File: src/rtl/router_mon_pkg.sv
// Shared definitions for the router link monitor: error-flag bit layout,
// framing FSM states and link index helpers.
package router_mon_pkg;

  localparam int ERR_UNSTABLE  = 0;
  localparam int ERR_WITHDRAW  = 1;
  localparam int ERR_ZERO_SIZE = 2;
  localparam int ERR_STALL     = 3;
  localparam int ERR_BITS      = 4;

  typedef enum logic [1:0] {
    IDLE,
    SIZE,
    PAYLOAD
  } frame_state_e;

  // Link p watches the input side of port p; link nports+p watches its output side.
  function automatic int in_link(input int port);
    return port;
  endfunction

  function automatic int out_link(input int nports, input int port);
    return nports + port;
  endfunction

endpackage

File: src/rtl/link_monitor.sv
// Per-link checker: packet framing FSM, credit handshake checks, sticky
// error flags and a saturating completed-packet counter.
module link_monitor
  import router_mon_pkg::*;
#(
  parameter int FLIT_WIDTH = 16,
  parameter int TIMEOUT    = 1024,
  parameter int CNT_WIDTH  = 16
) (
  input  logic                  clk,
  input  logic                  rst_n,
  input  logic                  valid,
  input  logic                  credit,
  input  logic [FLIT_WIDTH-1:0] data,
  input  logic                  clear,
  output logic [ERR_BITS-1:0]   flags,
  output logic                  done,
  output logic [CNT_WIDTH-1:0]  count
);

  localparam int STALL_W = $clog2(TIMEOUT + 1);
  localparam logic [STALL_W-1:0] STALL_MAX = STALL_W'(TIMEOUT);

  frame_state_e          state_q, state_d;
  logic [FLIT_WIDTH-1:0] remaining_q, remaining_d;
  logic [STALL_W-1:0]    stall_q, stall_d;
  logic                  wait_q;
  logic [FLIT_WIDTH-1:0] data_q;
  logic                  complete, zero_det;
  logic [ERR_BITS-1:0]   det;

  logic xfer, blocked;
  assign xfer    = valid & credit;
  assign blocked = valid & ~credit;

  always_comb begin
    // NOTE: every output of this block gets a default first so no path leaves it unassigned (no latches).
    state_d     = state_q;
    remaining_d = remaining_q;
    complete    = 1'b0;
    zero_det    = 1'b0;
    case (state_q)
      IDLE:    if (xfer) state_d = SIZE;
      SIZE: begin
        if (xfer) begin
          if (data == '0) begin
            zero_det = 1'b1;
            complete = 1'b1;
            state_d  = IDLE;
          end else begin
            remaining_d = data;
            state_d     = PAYLOAD;
          end
        end
      end
      PAYLOAD: begin
        if (xfer) begin
          remaining_d = remaining_q - FLIT_WIDTH'(1);
          if (remaining_q == FLIT_WIDTH'(1)) begin
            complete = 1'b1;
            state_d  = IDLE;
          end
        end
      end
      default: state_d = IDLE;
    endcase
  end

  // Stall counter parks at TIMEOUT instead of wrapping.
  assign stall_d = blocked ? ((stall_q == STALL_MAX) ? stall_q : stall_q + STALL_W'(1))
                           : '0;

  assign det[ERR_UNSTABLE]  = wait_q & valid & (data != data_q);
  assign det[ERR_WITHDRAW]  = wait_q & ~valid;
  assign det[ERR_ZERO_SIZE] = zero_det;
  assign det[ERR_STALL]     = blocked & (stall_d == STALL_MAX);

  always_ff @(posedge clk or negedge rst_n) begin
    if (!rst_n) begin
      state_q     <= IDLE;
      remaining_q <= '0;
      stall_q     <= '0;
      wait_q      <= 1'b0;
      data_q      <= '0;
      flags       <= '0;
      done        <= 1'b0;
      count       <= '0;
    end else begin
      // NOTE: non-blocking assignments so every register samples pre-edge values.
      state_q     <= state_d;
      remaining_q <= remaining_d;
      wait_q      <= blocked;
      data_q      <= data;
      if (clear) begin
        flags   <= '0;
        done    <= 1'b0;
        count   <= '0;
        stall_q <= '0;
      end else begin
        flags   <= flags | det;
        done    <= complete;
        stall_q <= stall_d;
        if (complete && count != '1) count <= count + CNT_WIDTH'(1);
      end
    end
  end

endmodule

File: src/rtl/router_link_monitor.sv
// Passive protocol monitor for all input and output links of an NPORTS
// credit-based router; one link_monitor per link plus a registered err_any.
module router_link_monitor
  import router_mon_pkg::*;
#(
  parameter int FLIT_WIDTH = 16,
  parameter int NPORTS     = 5,
  parameter int TIMEOUT    = 1024,
  parameter int CNT_WIDTH  = 16
) (
  input  logic                           clock,
  input  logic                           reset,
  input  logic [NPORTS-1:0]              rx,
  input  logic [NPORTS*FLIT_WIDTH-1:0]   data_in,
  input  logic [NPORTS-1:0]              credit_o,
  input  logic [NPORTS-1:0]              tx,
  input  logic [NPORTS*FLIT_WIDTH-1:0]   data_out,
  input  logic [NPORTS-1:0]              credit_i,
  input  logic                           clear,
  output logic [2*NPORTS*ERR_BITS-1:0]   err_flags,
  output logic                           err_any,
  output logic [2*NPORTS-1:0]            pkt_done,
  output logic [2*NPORTS*CNT_WIDTH-1:0]  pkt_count
);

  for (genvar p = 0; p < NPORTS; p++) begin : g_port
    localparam int LI = in_link(p);
    localparam int LO = out_link(NPORTS, p);

    link_monitor #(
      .FLIT_WIDTH(FLIT_WIDTH), .TIMEOUT(TIMEOUT), .CNT_WIDTH(CNT_WIDTH)
    ) u_in (
      .clk   (clock),
      .rst_n (reset),
      .valid (rx[p]),
      .credit(credit_o[p]),
      .data  (data_in[p*FLIT_WIDTH +: FLIT_WIDTH]),
      .clear (clear),
      .flags (err_flags[LI*ERR_BITS +: ERR_BITS]),
      .done  (pkt_done[LI]),
      .count (pkt_count[LI*CNT_WIDTH +: CNT_WIDTH])
    );

    link_monitor #(
      .FLIT_WIDTH(FLIT_WIDTH), .TIMEOUT(TIMEOUT), .CNT_WIDTH(CNT_WIDTH)
    ) u_out (
      .clk   (clock),
      .rst_n (reset),
      .valid (tx[p]),
      .credit(credit_i[p]),
      .data  (data_out[p*FLIT_WIDTH +: FLIT_WIDTH]),
      .clear (clear),
      .flags (err_flags[LO*ERR_BITS +: ERR_BITS]),
      .done  (pkt_done[LO]),
      .count (pkt_count[LO*CNT_WIDTH +: CNT_WIDTH])
    );
  end

  always_ff @(posedge clock or negedge reset) begin
    if (!reset)     err_any <= 1'b0;
    else if (clear) err_any <= 1'b0;
    else            err_any <= |err_flags;
  end

endmodule

File: config.mk
export PLATFORM = sky130hd
export DESIGN_NAME = router_link_monitor
export DESIGN_NICKNAME = d
export VERILOG_FILES = /design/src/rtl/router_mon_pkg.sv /design/src/rtl/link_monitor.sv /design/src/rtl/router_link_monitor.sv
export SDC_FILE = /design/constraint.sdc
export NUM_CORES = 2
export LEC_CHECK = 0
export CAP_MARGIN = 20
export CORE_MARGIN = 2
export CORE_UTILIZATION = 35
export CTS_CLUSTER_DIAMETER = 150
export DETAILED_ROUTE_END_ITERATION = 6
export PLACE_DENSITY = 0.5
export SLEW_MARGIN = 20
export SYNTH_ARGS = -nofsm -noshare
export SYNTH_HDL_FRONTEND = slang
export SYNTH_SLANG_ARGS = --single-unit
File: constraint.sdc
create_clock -name clock -period 2.6 [get_ports clock]
set_input_delay 0.65 -clock clock [delete_from_list [all_inputs] [get_ports clock]]
set_output_delay 0.65 -clock clock [all_outputs]
set_load 0.02 [all_outputs]
==> metrics.cfg <==
[run_status]
outcome=finished with violations
violations=DRC

[timing]
rsz0062_at_grt=false
whs_ns=0.365
hold_viol=0
maxSlewViolCount=0
finalCritPeriodShare_pct=96.8
timing.slew.headroom_pct=36.7
clock.fmax_mhz=397
fin_crit_ns=2.52
tns_ns=0
clock_skew_ns=0.0131
worst_pin_slew_ns=0.947
setup_viol=0

[yosys]
syn_area_sq_um=35100
synth_edf_count=0
ys_seq_area_share_pct=47.8
synthTopCellsByArea=dfrtp_1, xor2_1, nor2_1
post_synth_num_cell_types=79
synth_top_area_share_pct=47.8
synth_cells=3790
yosysMostFrequentCell=dfrtp_1
yosysTopAreaCell=dfrtp_1
synth_seq_cells=671
synth_common_cells=dfrtp_1, nor2_1, a21oi_1
synth_flop_cell=dfrtp_1
async_flop_share_pct=100
postSynthAreaPerCell_sq_um=9.26
syn-num-nets=4053
yosys_warnings=0

[finish]
area_delta_synth_final_pct=31.7
num-fill-cells=9528
final_util_pct=46.4
diodes=0
drive_above_1_share_pct=13.1
fin_nets=4794

[floorplan]
core_area_sq_um=99700
die_w_um=321
pin_count=394
start_util_pct=35.2
rows=116
dieArea_sq_um=103000
die_h_um=321

[clock_tree]
cts_max_path_buffers=3
cts_made_buffers=81
clkTransAtPathRegs_ns=0.06
clkSinkCount=671
cts_tree=yes
htreeDepth=3
cts_root_buffer=clkbuf_16
clock_latency_ns=0.65

[route]
dr.pass1.iters=7
route.vias.total=30554
wl_mm=108
viasPerCell=5.19
drtIter0Drc=2040
drcViolationCount=1
ant_nets=0
wl_per_cell_um=18.3

[setup_path]
crit_path_end_kind=output pin
worst-setup-path-type=register to output pin
cpPeakStageDelay_ns=0.80
cp_max_fo=4
arrival_ns=1.87
crit_buf_inv=1
r2r_cells=7
crit_path_start_kind=register
crit_cells=1
critPathSlowestCell=clkdlybuf4s50_1
required_ns=1.95
path_delay_family=buffers and inverters
cp_cell_sequence=clkdlybuf4s50_1

[pwr]
finalPower_mw=34.7
power_density_nw_per_um2=751
ir_worst_vdd_mv=0.468
p_leak_nw=19.0

[global_routing]
antenna_found_initial=1
grt_pass1_vias=29512
grt_max_degree=98
grt_overflow=0
grt_pass1_wl_mm=170
grt.total_usage_pct=20.7

[placed_design]
port-buffer-count=393
gp_congestion=0.844
hpwl_mm=81.1

[hold_path]
hold_path_class=input pin to register
min_path_cells=2

[flow_run]
maxCapViolCount=0

-- cell type report --
| class | count | area, sq um | share of cell area (%) |
|---|---|---|---|
| Multi-Input combinational cell | 2832 | 17300 | 37.4 |
| Sequential cell | 671 | 16800 | 36.3 |
| Timing Repair Buffer | 801 | 7350 | 15.9 |
| Clock buffer | 117 | 2390 | 5.16 |
| Tap cell | 1298 | 1620 | 3.51 |
| Inverter | 144 | 541 | 1.17 |
| Clock inverter | 27 | 264 | 0.571 |
-- sequential cells by signal, indices dropped and copies added (netlist names) --
name and flops:
g_port.u_out.stall_q 55, g_port.u_in.done 5, g_port.u_out.remaining_q 80, err_any 1
g_port.u_in.stall_q 55, g_port.u_in.data_q 80, g_port.u_in.flags 20, g_port.u_in.remaining_q 80
g_port.u_in.count 80, g_port.u_out.done 5, g_port.u_out.data_q 80, g_port.u_out.state_q 10
g_port.u_out.flags 20, g_port.u_in.wait_q 5, g_port.u_out.count 80, g_port.u_out.wait_q 5
g_port.u_in.state_q 10
-- routing by layer --
layer | share of wire, % | up-vias | track usage, % | wire length [um]
li1 | - | 15131 | - | -
met1 | 48 | 14682 | 29.5 | 51200
met2 | 44 | 601 | 31.9 | 47700
met3 | 5.5 | 140 | 4.36 | 5940
met4 | 2.5 | 0 | 5.61 | 2710
met5 | 0 | - | 0 | 0
-- final timing paths --
| kind | startpoint | endpoint | slack [ns] |
|---|---|---|---|
| worst max-delay path | g_port[1].u_out.count[15] | pkt_count[111] | 0.08 |
| worst min-delay path | clear | g_port[4].u_out.count[9] | 0.36 |
| worst max register to register | g_port[3].u_out.remaining_q[8] | g_port[3].u_out.count[14] | 0.18 |
| worst min register to register | g_port[1].u_out.remaining_q[1] | g_port[1].u_out.remaining_q[1] | 0.50 |
| max in group asynchronous | reset | g_port[4].u_out.data_q[3] | 1.23 |
| min in group asynchronous | reset | g_port[4].u_in.data_q[13] | 0.47 |
-- per-stage QoR --
stage                     std cells  cell area [sq um]  setup WS [ns]
after floorplan                3790              35100          0.272
after global placement         5745              43500         -0.436
after detailed placement       5745              43500         -0.462
after CTS                      5890              46200        0.00680
after global routing           5890              46200       0.000334
final                          5890              46200         0.0830
-- repair_timing --
| action | CTS | global route |
|---|---|---|
| hold endpoints to repair | 27 | 0 |
| pin swaps | 0 | 1 |
| gates resized for setup | 11 | 11 |
| setup endpoints to repair | 11 | 27 |
| hold buffers | 1 | 0 |
| buffers inserted | 0 | 0 |
-- cell families after synthesis --
group | Yosys count | synth area share [%]
adders and majority gates | 80 | 2.85
and+or+nand+nor | 1580 | 22.7
buffers and inverters | 287 | 3.20
AOI/OAI and AO/OA | 795 | 13.8
muxes | 36 | 1.09
xor gates and xnor gates | 341 | 8.51
DFF | 671 | 47.8
-- where the power goes --
group | leakage (nW) | switching [mW] | total (mW) | internal, mW
sequential | 8.53 | 1.58 | 13.6 | 12.0
clock | 1.31 | 4.66 | 11.4 | 6.76
combinational | 9.12 | 5.39 | 9.70 | 4.32
total | 19.0 | 11.6 | 34.7 | 23.1
-- layout by cell type (no fill, tap or decap), types with 25 or more instances in the layout --
cell type | Yosys | routed
nor2_1 | 457 | 457
o22ai_1 | 51 | 51
o21ai_0 | 185 | 185
xnor2_1 | 90 | 90
and2_1 | 27 | 27
xor2_1 | 251 | 251
or3_1 | 54 | 54
nand2b_1 | 25 | 25
or4_1 | 27 | 27
nor3_1 | 122 | 120
clkdlybuf4s50_1 | 0 | 380
a21oi_1 | 286 | 286
nor2b_1 | 34 | 34
clkbuf_16 | 0 | 84
and3_1 | 56 | 56
o22a_1 | 32 | 32
a31oi_1 | 53 | 53
dfrtp_1 | 671 | 667
nand2_1 | 255 | 255
nand3_1 | 197 | 197
o31ai_1 | 27 | 27
inv_1 | 141 | 140
buf_12 | 0 | 27
nand4_1 | 104 | 104
ha_1 | 80 | 80
buf_4 | 10 | 380
nor4_1 | 128 | 124
Note: power is estimated with default switching activity, not from simulation.
